<file path="src/rtl/mips_program_loader.sv">
// ============================================================================
// Module   : mips_program_loader
// Purpose  : Packs a valid/ready byte stream into 32-bit instructions, writes
//            them zero-extended into instruction memory, releases CPU on HLT.
// Revision : 1.0
// ============================================================================
`default_nettype none

module mips_program_loader #(
   parameter int          ADDR_W    = 10,
   parameter int          MEM_DEPTH = 1024,
   parameter logic [5:0]  HLT_OPC   = 6'b111111
) (
   input  logic              clk1,
   input  logic              rst,
   input  logic              load_start,
   input  logic [7:0]        rx_data,
   input  logic              rx_valid,
   output logic              rx_ready,
   output logic              mem_we,
   output logic [ADDR_W-1:0] mem_addr,
   output logic [63:0]       mem_wdata,
   output logic              cpu_hold,
   output logic              cpu_start,
   output logic              done,
   output logic              err_overflow,
   output logic [ADDR_W:0]   instr_count
);

   typedef enum logic [2:0] {
      S_IDLE  = 3'd0,
      S_RECV  = 3'd1,
      S_WRITE = 3'd2,
      S_DONE  = 3'd3,
      S_ERR   = 3'd4
   } state_t;

   localparam logic [ADDR_W:0] c_DEPTH = (ADDR_W+1)'(MEM_DEPTH);
   localparam logic [ADDR_W:0] c_ONE   = (ADDR_W+1)'(1);

   state_t            r_state;
   state_t            w_next;
   logic [1:0]        r_byte_cnt;
   logic [31:0]       r_shreg;
   logic [ADDR_W:0]   r_count;
   logic              r_start_pend;

   logic              w_accept;
   logic              w_restart;
   logic              w_is_hlt;
   logic [ADDR_W:0]   w_count_inc;

   assign w_accept    = rx_valid && (r_state == S_RECV);
   assign w_restart   = load_start &&
                        ((r_state == S_IDLE) || (r_state == S_DONE) || (r_state == S_ERR));
   assign w_is_hlt    = (r_shreg[31:26] == HLT_OPC);
   assign w_count_inc = r_count + c_ONE;

   assign mem_addr    = r_count[ADDR_W-1:0];
   assign mem_wdata   = {32'h0, r_shreg};
   assign instr_count = r_count;

   always_ff @(posedge clk1 or posedge rst) begin
      if (rst) begin
         r_state <= S_IDLE;
      end else begin
         r_state <= w_next;
      end
   end

   always_comb begin
      w_next       = r_state;
      rx_ready     = 1'b0;
      mem_we       = 1'b0;
      cpu_hold     = 1'b1;
      cpu_start    = 1'b0;
      done         = 1'b0;
      err_overflow = 1'b0;
      case (r_state)
         S_IDLE: begin
            if (w_restart) w_next = S_RECV;
         end
         S_RECV: begin
            rx_ready = 1'b1;
            if (w_accept && (r_byte_cnt == 2'd3)) w_next = S_WRITE;
         end
         S_WRITE: begin
            mem_we = 1'b1;
            // HLT wins even when it lands in the last slot
            if (w_is_hlt)                     w_next = S_DONE;
            else if (w_count_inc == c_DEPTH)  w_next = S_ERR;
            else                              w_next = S_RECV;
         end
         S_DONE: begin
            cpu_hold  = 1'b0;
            cpu_start = r_start_pend;
            done      = !r_start_pend;
            if (w_restart) w_next = S_RECV;
         end
         S_ERR: begin
            err_overflow = 1'b1;
            if (w_restart) w_next = S_RECV;
         end
         default: w_next = S_IDLE;
      endcase
   end

   always_ff @(posedge clk1 or posedge rst) begin
      if (rst) begin
         r_byte_cnt   <= 2'd0;
         r_shreg      <= 32'h0;
         r_count      <= '0;
         r_start_pend <= 1'b0;
      end else begin
         // Marks the first cycle in DONE, which carries the start pulse
         r_start_pend <= (r_state == S_WRITE) && w_is_hlt;
         if (w_restart) begin
            r_byte_cnt <= 2'd0;
            r_shreg    <= 32'h0;
            r_count    <= '0;
         end else begin
            if (w_accept) begin
               r_shreg    <= {r_shreg[23:0], rx_data};
               r_byte_cnt <= r_byte_cnt + 2'd1;
            end
            if (r_state == S_WRITE) begin
               r_count <= w_count_inc;
            end
         end
      end
   end

endmodule

`default_nettype wire
</file>
<file path="config.mk">
export PLATFORM = sky130hd
export DESIGN_NAME = mips_program_loader
export DESIGN_NICKNAME = d
export VERILOG_FILES = /design/src/rtl/mips_program_loader.sv
export SDC_FILE = /design/constraint.sdc
export NUM_CORES = 1
export LEC_CHECK = 0
export CAP_MARGIN = 20
export CELL_PAD_IN_SITES_DETAIL_PLACEMENT = 1
export CELL_PAD_IN_SITES_GLOBAL_PLACEMENT = 1
export CORE_ASPECT_RATIO = 0.8
export CORE_MARGIN = 2
export CORE_UTILIZATION = 45
export DETAILED_ROUTE_END_ITERATION = 12
export DONT_BUFFER_PORTS = 1
export GPL_TIMING_DRIVEN = 1
export HOLD_SLACK_MARGIN = 0.03
export PLACE_DENSITY_LB_ADDON = 0.1
export SLEW_MARGIN = 20
export SYNTH_ARGS = -nofsm -noshare
export SYNTH_HDL_FRONTEND = slang
export SYNTH_SLANG_ARGS = --single-unit
export TNS_END_PERCENT = 1
</file>
<file path="constraint.sdc">
create_clock -name clk1 -period 2.3 [get_ports clk1]
set_input_delay 0.115 -clock clk1 [delete_from_list [all_inputs] [get_ports clk1]]
set_output_delay 0.115 -clock clk1 [all_outputs]
set_load 0.005 [all_outputs]
</file>
==> out/qor.txt <==
ANT cells: 0
Layout area overhead: 2.76%
Reg-to-Reg Start: instr_count[0]
Worst setup EP type: register
Residual DRC: 0
commonest non-fill, non-tap cell in the layout: nand2_1
commonest cells after routing, fill and taps aside: 83 x nand2_1, 49 x dfrtp_1, 37 x a21oi_1
clk sink count: 49
Crit Path Class: register to register
Pins Over Slew Limit: 0
main combinational cell family by area after synthesis: simple AND/OR/NAND/NOR gates
Worst path most repeated cell: a31oi_1
largest net degree at the start of global routing: 35
Max VDD drop: 460 uV
endpoints failing hold: 0
Vias per Instance: 5.10
Die Ht: 71.8 um
Total Nets Final: 313
IO Pins: 103
Adder-Cell Fraction of Synth Area: 0.968%
crit-path cells: ha_1 -> and3_1 -> and2_2 -> a31oi_1 -> nor4_1 -> a31oi_1
Rows: 24
vias in the first global route: 1834
Hold Crit Class: input port to register
Post-Syn Instances: 300
final core utilization: 48.4%
CTS tree: built
drt wl/cell: 15.9 um
Cell variety after synth: 41
starting density of the core: 47.1%
DR pass1 iterations: 4
hpwl dp: 4230 um
Final period util: 87.4%
PD cells: 1010 nW/um^2
initial DRC count: 108
hold wc startpoint: load_start
arrival time at the worst endpoint: 2.17 ns
simple-gate area share of the yosys netlist: 20.1%
top_reg_cell synth: dfrtp_1
mux cell area share after synthesis: 0.774%
H-tree depth: 2
post-CTS setup buffers: 0
Async S/R FF share, synth: 100%
f_max: 497 MHz
Warnings, synthesis: 0
crit start category: register
status: finished, final reports clean
MaxCap Viol Count: 0
Final setup viols: 0
first-pass GRT wire length: 9850 um
Worst path slowest cell: dfrtp_1
CP max FO: 8
Worst EP required: 2.46 ns
die width: 88.8 um
layout cells sized above 1: 7.00%
GRT overflow: 0
Post-Synth XOR/XNOR Area: 3.05%
Port Buffers: 0
Crit. Startpoint: instr_count[0]
antenna violation net count after detailed routing: 0
Finished Layout Cells: 378
placed insts: 361
Root Driver: clkbuf_8
DIE AREA: 6370 um^2
clk_skew: 0.0105 ns
mapped cell area: 2590 um^2
vias: 1928
clk slew on worst S/H paths: 0.09 ns
fin crit period: 2.01 ns
antenna violations before repair: 0
worst-margin pin slew: 0.586 ns
fillcell total: 683
routed wire length: 6000 um
Post-synth EDFFs: 0
clock buffer depth: 2
CP max stage delay: 0.53 ns
core area: 5500 um^2
LEAKAGE: 0.00122 uW
syn avg cell area: 8.62 um^2
worst skew pair latency: 0.29 ns
post-synthesis register bit count: 49
CTS buffer count: 5
sequential share of the synthesized area: 47.4%
Synth Area in Compound Gates: 12.1%
Tot GR Track Use: 19.9%
unrepaired setup endpoints after global routing: no
Final GP Congestion: 0.795
relative slew slack: 60.9%
setup TNS: 0 ns
==> final timing paths <==
| path | endpoint | slack [ns] | cells past startpoint |
|---|---|---|---|
| hold reg to reg | r_state[1] | 0.53 | 1 |
| min in group asynchronous | r_shreg[27] | 0.34 | 2 |
| setup / recovery | r_state[0] | 0.29 | 6 |
| max in group asynchronous | r_shreg[19] | 1.34 | 3 |
| hold / removal | r_state[0] | 0.05 | 2 |
| setup reg to reg | r_state[0] | 0.29 | 6 |
==> state kept, by name (all words and copies together), names as in the netlist <==
name	cells
r_start_pend	1
r_state	3
r_byte_cnt	2
instr_count	11
r_shreg	32
==> cells by family (layout without fill, tap and decap cells) <==
group	count (synthesis)	after routing
multiplexers	2	2
flip-flops	49	49
adder cells (fa/ha/maj)	2	2
buffers and inverters	60	29
other	1	32
XOR/XNOR	9	9
AO/OA/AOI/OAI	57	57
AND/OR/NAND/NOR	120	120
==> worst max-delay path, delay by kind of cell, from the launching register on <==
family                     cells  cell delay, ns
DFF                            1            0.53
AOI/OAI and AO/OA              2            0.25
adders and majority gates      1            0.34
and+or+nand+nor                3            0.76
==> layout make-up <==
class | count | area, um^2 | area share [%]
Sequential cell | 49 | 1230 | 46.1
Multi-Input combinational cell | 222 | 1080 | 40.5
Timing Repair Buffer | 18 | 158 | 5.93
Tap cell | 78 | 97.6 | 3.67
Clock buffer | 6 | 72.6 | 2.73
Clock inverter | 2 | 15.0 | 0.565
Inverter | 3 | 11.3 | 0.424
==> cell usage after synthesis, types with 2 or more instances <==
cell type / instances / share of area, %
and2_1: 3 / 0.73
nand3_1: 2 / 0.39
buf_1: 2 / 0.29
clkbuf_1: 7 / 1.0
nand2_1: 83 / 12
inv_1: 3 / 0.44
ha_1: 2 / 0.97
nor3b_1: 2 / 0.58
dfrtp_1: 49 / 47
xnor2_1: 4 / 1.4
nand4_1: 4 / 0.97
a21oi_1: 37 / 7.2
o21ai_0: 9 / 1.7
buf_4: 43 / 12
mux2i_1: 2 / 0.77
xor2_1: 5 / 1.7
buf_2: 4 / 0.77
nor2_1: 14 / 2.0
a31oi_1: 3 / 0.73
==> metrics by stage <==
stage	worst slack, ns	hold WS [ns]	instance area, um^2	total power (uW)
after CTS	0.312	0.0434	2660	2740
after global routing	0.0732	0.0842	2660	2910
after global placement	0.491	0.112	2480	2170
after detailed placement	0.318	0.109	2480	2210
final	0.289	0.0526	2660	2690
after floorplan	0.661	0.246	2700	2000
==> power by group <==
part,internal (uW),total (uW),switching (uW)
logic,268,748,479
clock network,215,504,289
registers,1130,1440,302
total,1620,2690,1070
==> metal layers <==
| layer | track usage [%] | vias up | wire length (um) |
|---|---|---|---|
| met4 | 3.54 | 0 | 16 |
| met1 | 29.9 | 933 | 2810 |
| met5 | 0 | - | 0 |
| met3 | 4.72 | 2 | 431 |
| li1 | - | 910 | - |
| met2 | 29.7 | 83 | 2740 |
==> what timing repair did <==
item,in CTS,in global routing
resized for setup,0,0
hold buffers,9,0
endpoints found under the hold margin,33,0
Power figures use the tool's default switching activity.
